**config.mk**
```make
export PLATFORM = sky130hd
export DESIGN_NAME = dp_elastic_pipe_flat
export DESIGN_NICKNAME = d
export VERILOG_FILES = /design/src/rtl/dp_elastic_pipe_pkg.sv /design/src/rtl/dp_elastic_pipe_if.sv /design/src/rtl/dp_elastic_pipe_stage.sv /design/src/rtl/dp_elastic_pipe.sv /design/src/flat_wrapper.sv
export SDC_FILE = /design/constraint.sdc
export NUM_CORES = 1
export LEC_CHECK = 0
export BUFFER_PORTS_ARGS = -buffer_cell sky130_fd_sc_hd__buf_2
export CAP_MARGIN = 20
export CELL_PAD_IN_SITES_DETAIL_PLACEMENT = 1
export CELL_PAD_IN_SITES_GLOBAL_PLACEMENT = 1
export CORE_UTILIZATION = 39
export DETAILED_ROUTE_END_ITERATION = 7
export GPL_ROUTABILITY_DRIVEN = 0
export PLACE_DENSITY = 0.7
export SLEW_MARGIN = 20
export SYNTH_ARGS = -nofsm -noshare
export SYNTH_HDL_FRONTEND = slang
export SYNTH_SLANG_ARGS = --single-unit
export TNS_END_PERCENT = 100
```
**constraint.sdc**
```tcl
create_clock -name clk -period 13.8 [get_ports clk]
set_clock_uncertainty 0.05 [all_clocks]
set_input_delay 2.07 -clock clk [delete_from_list [all_inputs] [get_ports clk]]
set_output_delay 2.07 -clock clk [all_outputs]
set_load 0.01 [all_outputs]
```
**src/rtl/dp_elastic_pipe_pkg.sv**
```systemverilog
// dp_pkg: datapath payload layout shared by the elastic pipe and its users.
// Field offsets, widths and the packed payload struct.
package dp_pkg;

    localparam int DP_PAYLOAD_W = 101;

    localparam int DP_X_LSB    = 0;
    localparam int DP_NUM_LSB  = 32;
    localparam int DP_SUM_LSB  = 64;
    localparam int DP_OVF_BIT  = 96;
    localparam int DP_I_LSB    = 97;
    localparam int DP_I_W      = 3;
    localparam int DP_FLAG_BIT = 100;

    typedef struct packed {
        logic              flag_next;
        logic [DP_I_W-1:0] i;
        logic              overflow;
        logic [31:0]       sum;
        logic [31:0]       num;
        logic [31:0]       x;
    } dp_payload_t;

    function automatic dp_payload_t dp_pack(
        input logic [31:0]       x,
        input logic [31:0]       num,
        input logic [31:0]       sum,
        input logic              overflow,
        input logic [DP_I_W-1:0] i,
        input logic              flag_next
    );
        dp_payload_t p;
        p.x         = x;
        p.num       = num;
        p.sum       = sum;
        p.overflow  = overflow;
        p.i         = i;
        p.flag_next = flag_next;
        return p;
    endfunction

endpackage

```
**src/rtl/dp_elastic_pipe_if.sv**
```systemverilog
// dp_elastic_pipe_if: upstream and downstream valid/ready payload handshake.
// master drives the pipe (producer + consumer side), slave is the pipe.
interface dp_elastic_pipe_if
    import dp_pkg::*;
#(
    parameter int DATA_W = DP_PAYLOAD_W
);
    logic              in_valid;
    logic              in_ready;
    logic [DATA_W-1:0] in_data;
    logic              out_valid;
    logic              out_ready;
    logic [DATA_W-1:0] out_data;

    modport master (
        output in_valid, in_data, out_ready,
        input  in_ready, out_valid, out_data
    );

    modport slave (
        input  in_valid, in_data, out_ready,
        output in_ready, out_valid, out_data
    );
endinterface

```
**src/rtl/dp_elastic_pipe_stage.sv**
```systemverilog
// dp_skid_stage: one two-entry (main + skid) elastic stage with flush.
// in_ready comes from local state only, so ready never chains combinationally.
module dp_skid_stage #(
    parameter int DATA_W = 101
) (
    input  logic              clk,
    input  logic              rst,
    input  logic              flush,
    input  logic              in_valid,
    output logic              in_ready,
    input  logic [DATA_W-1:0] in_data,
    output logic              out_valid,
    input  logic              out_ready,
    output logic [DATA_W-1:0] out_data
);
    logic              m_valid;
    logic [DATA_W-1:0] m_data;
    logic              s_valid;
    logic [DATA_W-1:0] s_data;
    logic              accept;
    logic              pop;

    assign in_ready  = ~s_valid;
    assign accept    = in_valid & ~s_valid;
    assign pop       = m_valid & out_ready;
    assign out_valid = m_valid;
    assign out_data  = m_data;

    // Main entry refills from skid first (oldest), else from input; skid
    // catches the input only when main is occupied and not draining.
    always_ff @(posedge clk or posedge rst) begin
        if (rst) begin
            m_valid <= 1'b0;
            m_data  <= '0;
            s_valid <= 1'b0;
            s_data  <= '0;
        end else if (flush) begin
            m_valid <= 1'b0;
            s_valid <= 1'b0;
        end else begin
            if (!m_valid || pop) begin
                if (s_valid) begin
                    m_data  <= s_data;
                    m_valid <= 1'b1;
                    s_valid <= 1'b0;
                end else if (accept) begin
                    m_data  <= in_data;
                    m_valid <= 1'b1;
                end else begin
                    m_valid <= 1'b0;
                end
            end
            if (m_valid && !pop && accept) begin
                s_data  <= in_data;
                s_valid <= 1'b1;
            end
        end
    end
endmodule

```
**src/rtl/dp_elastic_pipe.sv**
```systemverilog
// dp_elastic_pipe: DEPTH chained skid stages carrying the datapath payload,
// with synchronous flush and a registered occupancy count.
module dp_elastic_pipe
    import dp_pkg::*;
#(
    parameter int DATA_W = DP_PAYLOAD_W,
    parameter int DEPTH  = 2,
    parameter int OCC_W  = $clog2(2*DEPTH+1)
) (
    input  logic             clk,
    input  logic             rst,
    input  logic             flush,
    dp_elastic_pipe_if.slave bus,
    output logic [OCC_W-1:0] occupancy,
    output logic             full
);
    if (DEPTH < 1) begin : g_bad_depth
        $error("dp_elastic_pipe: DEPTH must be >= 1");
    end

    logic              v [DEPTH+1];
    logic              r [DEPTH+1];
    logic [DATA_W-1:0] d [DEPTH+1];
    logic              top_acc;
    logic              top_pop;

    // Gating stage0 valid with flush keeps the flush cycle from accepting.
    assign v[0]          = bus.in_valid & ~flush;
    assign d[0]          = bus.in_data;
    assign bus.in_ready  = r[0] & ~flush;
    assign r[DEPTH]      = bus.out_ready;
    assign bus.out_valid = v[DEPTH];
    assign bus.out_data  = d[DEPTH];

    for (genvar g = 0; g < DEPTH; g++) begin : g_stage
        dp_skid_stage #(
            .DATA_W(DATA_W)
        ) u_stage (
            .clk      (clk),
            .rst      (rst),
            .flush    (flush),
            .in_valid (v[g]),
            .in_ready (r[g]),
            .in_data  (d[g]),
            .out_valid(v[g+1]),
            .out_ready(r[g+1]),
            .out_data (d[g+1])
        );
    end

    assign top_acc = bus.in_valid & bus.in_ready;
    assign top_pop = bus.out_valid & bus.out_ready;
    assign full    = (occupancy == OCC_W'(2*DEPTH));

    // Occupancy tracks entries in flight: +accept, -pop, zero on flush.
    always_ff @(posedge clk or posedge rst) begin
        if (rst) begin
            occupancy <= '0;
        end else if (flush) begin
            occupancy <= '0;
        end else begin
            occupancy <= occupancy + OCC_W'(top_acc) - OCC_W'(top_pop);
        end
    end
endmodule

```
**src/flat_wrapper.sv**
```systemverilog
// flat-port wrapper written by rule: the top's interface ports become plain ports
module dp_elastic_pipe_flat import dp_pkg::*;
#(
    parameter int DATA_W = DP_PAYLOAD_W,
    parameter int DEPTH  = 2,
    parameter int OCC_W  = $clog2(2*DEPTH+1)
)
  (clk, rst, flush, occupancy, full, bus_in_valid, bus_in_data, bus_out_ready, bus_in_ready, bus_out_valid, bus_out_data);
  dp_elastic_pipe_if #(.DATA_W(DATA_W)) bus_i ();
  input  logic clk;
  input  logic rst;
  input  logic flush;
  output logic [OCC_W-1:0] occupancy;
  output logic full;
  input wire logic [$bits(bus_i.in_valid)-1:0] bus_in_valid;
  input wire logic [$bits(bus_i.in_data)-1:0] bus_in_data;
  input wire logic [$bits(bus_i.out_ready)-1:0] bus_out_ready;
  output wire logic [$bits(bus_i.in_ready)-1:0] bus_in_ready;
  output wire logic [$bits(bus_i.out_valid)-1:0] bus_out_valid;
  output wire logic [$bits(bus_i.out_data)-1:0] bus_out_data;
  assign bus_i.in_valid = bus_in_valid;
  assign bus_i.in_data = bus_in_data;
  assign bus_i.out_ready = bus_out_ready;
  assign bus_in_ready = bus_i.in_ready;
  assign bus_out_valid = bus_i.out_valid;
  assign bus_out_data = bus_i.out_data;
  dp_elastic_pipe #(.DATA_W(DATA_W), .DEPTH(DEPTH), .OCC_W(OCC_W)) u_core (.clk(clk), .rst(rst), .flush(flush), .bus(bus_i), .occupancy(occupancy), .full(full));
endmodule
```
==> summary.md, run 1 <==
| Metric | Value |
|---|---|
| Clock network fraction of total power | 0.375 |
| CP arrival | 2.59 ns |
| Met2 WL | 18200 um |
| Number of enable flip-flop cells after synthesis | 0 |
| Leak | 9.56 nW |
| DIE AREA | 48500 um2 |
| Power per cell area | 155 nW/um2 |
| Metal3 WL | 1850 um |
| Commonest cells in the netlist | mux2_2 (521), dfrtp_1 (411), buf_4 (121) |
| CTS root buffer | clkbuf_16 |
| CTS clk-pin slew, worst paths | 0.06 ns |
| WP data required | 11.68 ns |
| Critical path peak fanout | 11 |
| Total track usage | 0.164 |
| Post-synth top area cell | dfrtp_1 |
| Sequential power share | 0.475 |
| Violated checks | DRC |
| Router iterations before antenna repair | 8 |
| Setup CP Type | in -> out |
| Vias in the first global route | 10900 |
| Clk_lat worst skew | 0.56 ns |
| Tmin final | 4.71 ns |
| RSZ-0062 raised after global routing | no |
| Syn avg cell area | 15.3 um2 |
| Mapped Cells | 1216 |
| Wire per inst | 19.6 um |
| Uppermost routed layer | met5 |
| Via count | 9805 |
| M1 wire length | 17700 um |
| Clock Tree Buf Depth | 3 |
| Layout Nets | 1430 |
| Max-cap violation count | 0 |
| CP Capture Type | output pin |
| Post_cts resized | 0 |
| Post-CTS setup buffers | 0 |
| Power share of the combinational group | 0.150 |
| Placeable Area | 46800 um2 |
| Run status | finished with violations |
| Setup TNS | 0 ns |
| Cell Area, Synth | 18600 um2 |
| Die width | 220 um |
| DRC Markers | 32 |
| Sequential area share after synthesis | 0.554 |
| CTS Buf Count | 46 |
| Yosys warnings | 0 |
| Initial Util | 0.397 |
| Die H | 220 um |
| Synth Register Bits | 411 |
| First-pass GRT wire length | 61700 um |
| Sw Pwr | 804 uW |
| Ys async rst share | 1.00 |
| Crit path launch type | input pin |
| Io pins | 213 |
| Largest net degree at the start of global routing | 124 |
| Relative slew margins | 0.354 |
| Setup violators final | 0 |
| Slew of the pin with the lowest slew margin | 0.970 ns |
| H-tree depth | 2 |
| Initial antenna violation count | 4 |
| Post-CTS Hold Buffers | 0 |
| Final hold slack | 0.428 ns |
| Int Pwr | 2.42 mW |
| Dpl hpwl | 22500 um |
| Final Hold Viols | 0 |
| Switching Fraction | 0.250 |
| Routed Wire Length | 38400 um |
| Synth unique cells | 23 |
| Dominant synthesized flop cell | dfrtp_1 |
| Largest cells by area after synthesis | dfrtp_1 (55%), mux2_2 (32%), mux2_1 (5.2%), buf_4 (4.9%), buf_6 (1.1%) |
| Max IR drop VDD | 112 uV |
| Post-route ant nets | 0 |
| CTS tree | built |
| Vias per cell | 4.99 |
| Most common cell in the netlist | mux2_2 |
| Post-synthesis net count | 1325 |
| Worst min path class | reg -> reg |
| Gr ovfl total | 0 |
| Iteration-0 DRC Markers | 429 |
| Port buffer count | 212 |
| Row count | 79 |
| Share of cells above drive strength 1 | 0.608 |
| Clock sink total | 411 |
| Crit share post-route | 0.342 |
| Synth top area share | 0.554 |
| Fmax | 0.212 GHz |
| Max-slew violations | 0 |
| Area Growth Syn to Fin | 12.0% |
==> final cells by class <==
| class | count | area, um2 |
|---|---|---|
| inverters | 4 | 22.5 |
| multi-input cells | 632 | 7040 |
| flip-flops and latches | 411 | 10300 |
| well taps | 607 | 759 |
| repair buffers | 226 | 1170 |
| clock inverters | 11 | 111 |
| diodes | 2 | 5.00 |
| clock buffers | 70 | 1400 |
| fillers | 4668 | 26000 |
==> critical path, cell delays in order <==
cell    delay (ns)
buf_2         0.25
nor2_1        0.09
buf_2         0.18
==> layer usage <==
metal  up-vias  GRT usage
li1       4418          -
met1      5163      0.224
met3        53     0.0411
met4         6     0.0391
met5         -          0
met2       165      0.261
==> worst paths after layout <==
| path | start | to | slack [ns] | cells after the start |
|---|---|---|---|---|
| worst min register to register | u_core.g_stage[0].u_stage.s_data[74]$_DFFE_PP0P_ | u_core.g_stage[0].u_stage.s_data[74]$_DFFE_PP0P_ | 0.43 | 1 |
| worst min-delay path | u_core.g_stage[0].u_stage.s_data[74]$_DFFE_PP0P_ | u_core.g_stage[0].u_stage.s_data[74]$_DFFE_PP0P_ | 0.43 | 1 |
| worst max register to register | u_core.g_stage[1].u_stage.s_valid$_DFFE_PP0P_ | u_core.g_stage[1].u_stage.out_data[23]$_DFFE_PP0P_ | 10.43 | 4 |
| min in group asynchronous | rst | u_core.g_stage[1].u_stage.out_data[31]$_DFFE_PP0P_ | 1.58 | 2 |
| max in group asynchronous | rst | u_core.g_stage[0].u_stage.s_data[93]$_DFFE_PP0P_ | 9.85 | 4 |
| worst max-delay path | flush | bus_in_ready | 9.09 | 3 |
==> state kept, by name, summed over array words and instances (netlist names) <==
signal / count
u_core.g_stage.u_stage.s_valid: 2
u_core.occupancy: 3
u_core.g_stage.u_stage.s_data: 202
u_core.g_stage.u_stage.out_valid: 2
u_core.g_stage.u_stage.out_data: 202
==> placed cells by master, fill, tap and decap left out, types with 3 or more instances in the layout <==
cell type    n
buf_4       13
mux2_1      85
dfrtp_1    409
clkinv_2     7
mux2_2     521
clkbuf_16   49
buf_2      212
clkbuf_1    12
clkbuf_8     9
inv_1        3
nor2_1       6
==> stage by stage <==
step	cells	utilization	setup WS (ns)	total power, mW	cell area, um2
after floorplan	1216	-	0.244	1.96	18600
after global placement	1880	0.412	8.88	2.02	19300
after detailed placement	1880	0.412	8.85	2.05	19300
after CTS	1961	0.445	9.09	3.28	20800
after global routing	1961	0.445	9.06	3.39	20800
final	1963	0.445	9.09	3.22	20800
==> kinds of logic after synthesis <==
kind of cell / Yosys count / share of synthesized area
multiplexers: 606 / 0.368
flip-flops: 411 / 0.554
buffers and inverters: 173 / 0.0684
AND/OR/NAND/NOR: 18 / 0.00566
AO/OA/AOI/OAI: 3 / 0.000944
adder cells (fa/ha/maj): 3 / 0.00243
XOR/XNOR: 2 / 0.000944
==> power by group through the flow <==
stage | Clock (mW) | Combinational [mW] | Sequential [mW]
6_report | 1.21 | 0.483 | 1.53
5_1_grt | 1.30 | 0.533 | 1.56
4_1_cts | 1.25 | 0.495 | 1.54
3_5_place_dp | 0 | 0.492 | 1.55
3_3_place_gp | 0 | 0.477 | 1.54
2_1_floorplan | 0 | 0.455 | 1.51
Note: power is estimated with default switching activity, not from simulation.
==> inputs of run 2 (changes only) <==
--- a/config.mk
+++ b/config.mk
@@ -12,7 +12,7 @@
 export CORE_UTILIZATION = 39
 export DETAILED_ROUTE_END_ITERATION = 7
 export GPL_ROUTABILITY_DRIVEN = 0
-export PLACE_DENSITY = 0.7
+export PLACE_DENSITY = 0.68
 export SLEW_MARGIN = 20
 export SYNTH_ARGS = -nofsm -noshare
 export SYNTH_HDL_FRONTEND = slang
==> constraint.sdc (replaced) <==
create_clock -name clk -period 4.8 [get_ports clk]
set_clock_uncertainty 0.05 [all_clocks]
set_input_delay 0.72 -clock clk [delete_from_list [all_inputs] [get_ports clk]]
set_output_delay 0.72 -clock clk [all_outputs]
set_load 0.01 [all_outputs]
==> run 2 against run 1 <==
  * Sequential power increased to 2.9 times the previous value
  * Non-clock buffer count rose by 1
  * Critical endpoint is now u_core.g_stage[1].u_stage.out_data[34]$_DFFE_PP0P_
  * Register-to-register slack got worse by 8.4 ns
  * Cell count rose by 0.20%
  * Hold slack worse by 0.21 ns
  * Critical path type is now reg -> reg
  * Cell area increased by 0.55%
  * Power grew to 2.9 times the previous value
  * The run still ends with DRC left
==> summary.md, run 2 (synthesized netlist as in run 1, its figures left out) <==
| Metric | Value |
|---|---|
| Max-slew violations | 0 (unchanged) |
| Router iterations before antenna repair | 6 (-2) |
| Port buffer count | 212 (unchanged) |
| Slowest cell on the critical path | dfrtp_4 |
| CP arrival | 3.20 ns (+0.61 ns) |
| Crit-path cells | buf_4, mux2_2, mux2_2 |
| Row count | 79 (unchanged) |
| Wire per inst | 20.0 um (+2.5%) |
| Setup TNS | 0 ns (unchanged) |
| Clock Tree Buf Depth | 3 (unchanged) |
| Worst Setup EP | u_core.g_stage[1].u_stage.out_data[34]$_DFFE_PP0P_ |
| Design Power | 9.33 mW (+190%) |
| Placeable Area | 46800 um2 (unchanged) |
| Routed Wire Length | 39400 um (+2.7%) |
| Commonest non-fill, non-tap cells in the layout | mux2_2 (521), dfrtp_1 (409), buf_2 (212), mux2_1 (85), clkbuf_16 (49) |
| Vias per cell | 5.05 (+1.1%) |
| Die width | 220 um (unchanged) |
| Area Growth Syn to Fin | 12.6% |
| Max-cap violation count | 0 (unchanged) |
| Post_cts resized | 0 (unchanged) |
| WP data required | 5.19 ns (-6.49 ns) |
| Relative slew margins | 0.325 (-0.0285) |
| Run status | finished with violations |
| CTS Buf Count | 47 (+2.2%) |
| Gr ovfl total | 0 (unchanged) |
| Crit path from | u_core.g_stage[1].u_stage.s_valid$_DFFE_PP0P_ |
| Setup violators final | 0 (unchanged) |
| Clk_lat worst skew | 0.56 ns (about the same) |
| Tmin final | 2.81 ns |
| Fill count | 4636 (-0.69%) |
| Post-route ant nets | 0 (unchanged) |
| Commonest non-fill, non-tap cell in the layout | mux2_2 |
| Finished Core Util | 0.447 (+0.00244) |
| R2r setup slk | 1.99 ns (-8.44 ns) |
| DIE AREA | 48500 um2 (unchanged) |
| First-pass GRT wire length | 63800 um (+3.5%) |
| Slew of the pin with the lowest slew margin | 1.01 ns (+0.0428 ns) |
| Max IR drop VDD | 323 uV (+190%) |
| Crit share post-route | 0.585 |
| Vias in the first global route | 11200 (+2.5%) |
| CTS clk-pin slew, worst paths | 0.06 ns (about the same) |
| Leak | 9.61 nW (+0.52%) |
| Layout Nets | 1432 (+0.14%) |
| Via count | 9929 (+1.3%) |
| Total track usage | 0.170 (+0.00576) |
| Clock sink total | 411 (unchanged) |
| Initial Util | 0.397 (unchanged) |
| CP max stage delay | 0.95 ns (+0.70 ns) |
| Dpl cell area | 19400 um2 (+0.41%) |
| CTS tree | built |
| Die H | 220 um (unchanged) |
| Dpl hpwl | 23000 um (+2.2%) |
| Crit path launch type | flop |
| Worst Reg-to-Reg Cells | 3 (-1) |
| Setup CP Type | reg -> reg |
| Largest net degree at the start of global routing | 106 (-15%) |
| Worst min path class | in -> async |
| RSZ-0062 raised after global routing | no |
| Fmax | 0.356 GHz |
| Io pins | 213 (unchanged) |
| Post-CTS setup buffers | 0 (unchanged) |
| Worst reg2reg endpoint | u_core.g_stage[1].u_stage.out_data[34]$_DFFE_PP0P_ |
| CP most frequent cell | mux2_2 |
| Initial antenna violation count | 4 (unchanged) |
| Power per cell area | 446 nW/um2 (+190%) |
| Final Hold Viols | 0 (unchanged) |
| CP Capture Type | flop |
| Violated checks | DRC |
| DRC Markers | 38 (+19%) |
| Fin area | 20900 um2 (+0.55%) |
| Share of cells above drive strength 1 | 0.612 (+0.00410) |
| Critical path peak fanout | 59 (+48) |
| Post-CTS Hold Buffers | 0 (unchanged) |
| H-tree depth | 2 (unchanged) |
| Iteration-0 DRC Markers | 333 (-22%) |
| Reg2reg start | u_core.g_stage[1].u_stage.s_valid$_DFFE_PP0P_ |
| CTS root buffer | clkbuf_16 |
| Final hold slack | 0.220 ns (-0.208 ns) |
run 2: cell count changes in the layout (fill, tap and decap cells not counted), sizes merged:
cell      delta
buf          +1
bufinv       -1
clkbuf       +1
clkinv       +3
clkinvlp     +1
inv          -1
run 2: critical path: cells and delay by family (launching register included):
| family | cells | cell delay [ns] |
|---|---|---|
| buf+inv | 1 | 0.91 |
| mux | 2 | 0.69 |
| flops | 1 | 0.95 |
run 2: how the worst min path moves through the flow:
stage,end,slack (ns),depth (start not counted)
global route,u_core.g_stage[1].u_stage.s_data[11]$_DFFE_PP0P_,0.24,2
global placement,u_core.g_stage[0].u_stage.s_data[70]$_DFFE_PP0P_,0.41,1
floorplan,u_core.g_stage[0].u_stage.s_data[100]$_DFFE_PP0P_,0.40,1
detailed placement,u_core.g_stage[0].u_stage.s_data[72]$_DFFE_PP0P_,0.42,1
CTS,u_core.g_stage[1].u_stage.s_data[11]$_DFFE_PP0P_,0.22,2
finish,u_core.g_stage[1].u_stage.s_data[11]$_DFFE_PP0P_,0.22,2
run 2: power breakdown:
group | switching [mW] | internal, mW | total (mW)
Combinational | 0.601 | 0.795 | 1.40
Sequential | 0.355 | 4.06 | 4.41
Clock | 1.39 | 2.13 | 3.52
Total | 2.35 | 6.98 | 9.33
run 2: final cells by class:
type                            count  area (um2)  area share
Multi-Input combinational cell    632        7040       0.337
Timing Repair Buffer              227        1250      0.0597
Tap cell                          607         759      0.0363
Inverter                            4        18.8    0.000898
Clock inverter                     13        96.3     0.00461
Sequential cell                   411       10300       0.492
Antenna cell                        2        5.00    0.000239
Clock buffer                       71        1450      0.0693
run 2: per-stage QoR:
step,cells,setup slack (ns)
finish,1967,1.99
CTS,1965,1.90
global route,1965,1.82
detailed placement,1881,1.92
global placement,1881,1.95
floorplan,1216,-1.51
run 2: layer usage:
metal | part of all wire | global-route usage | wire length, um | vias to the layer above
met2 | 0.47 | 0.268 | 18600 | 180
li1 | - | - | - | 4438
met1 | 0.46 | 0.234 | 18200 | 5249
met5 | 0.00086 | 0 | 34 | -
met4 | 0.018 | 0.0483 | 709 | 6
met3 | 0.050 | 0.0381 | 1980 | 56
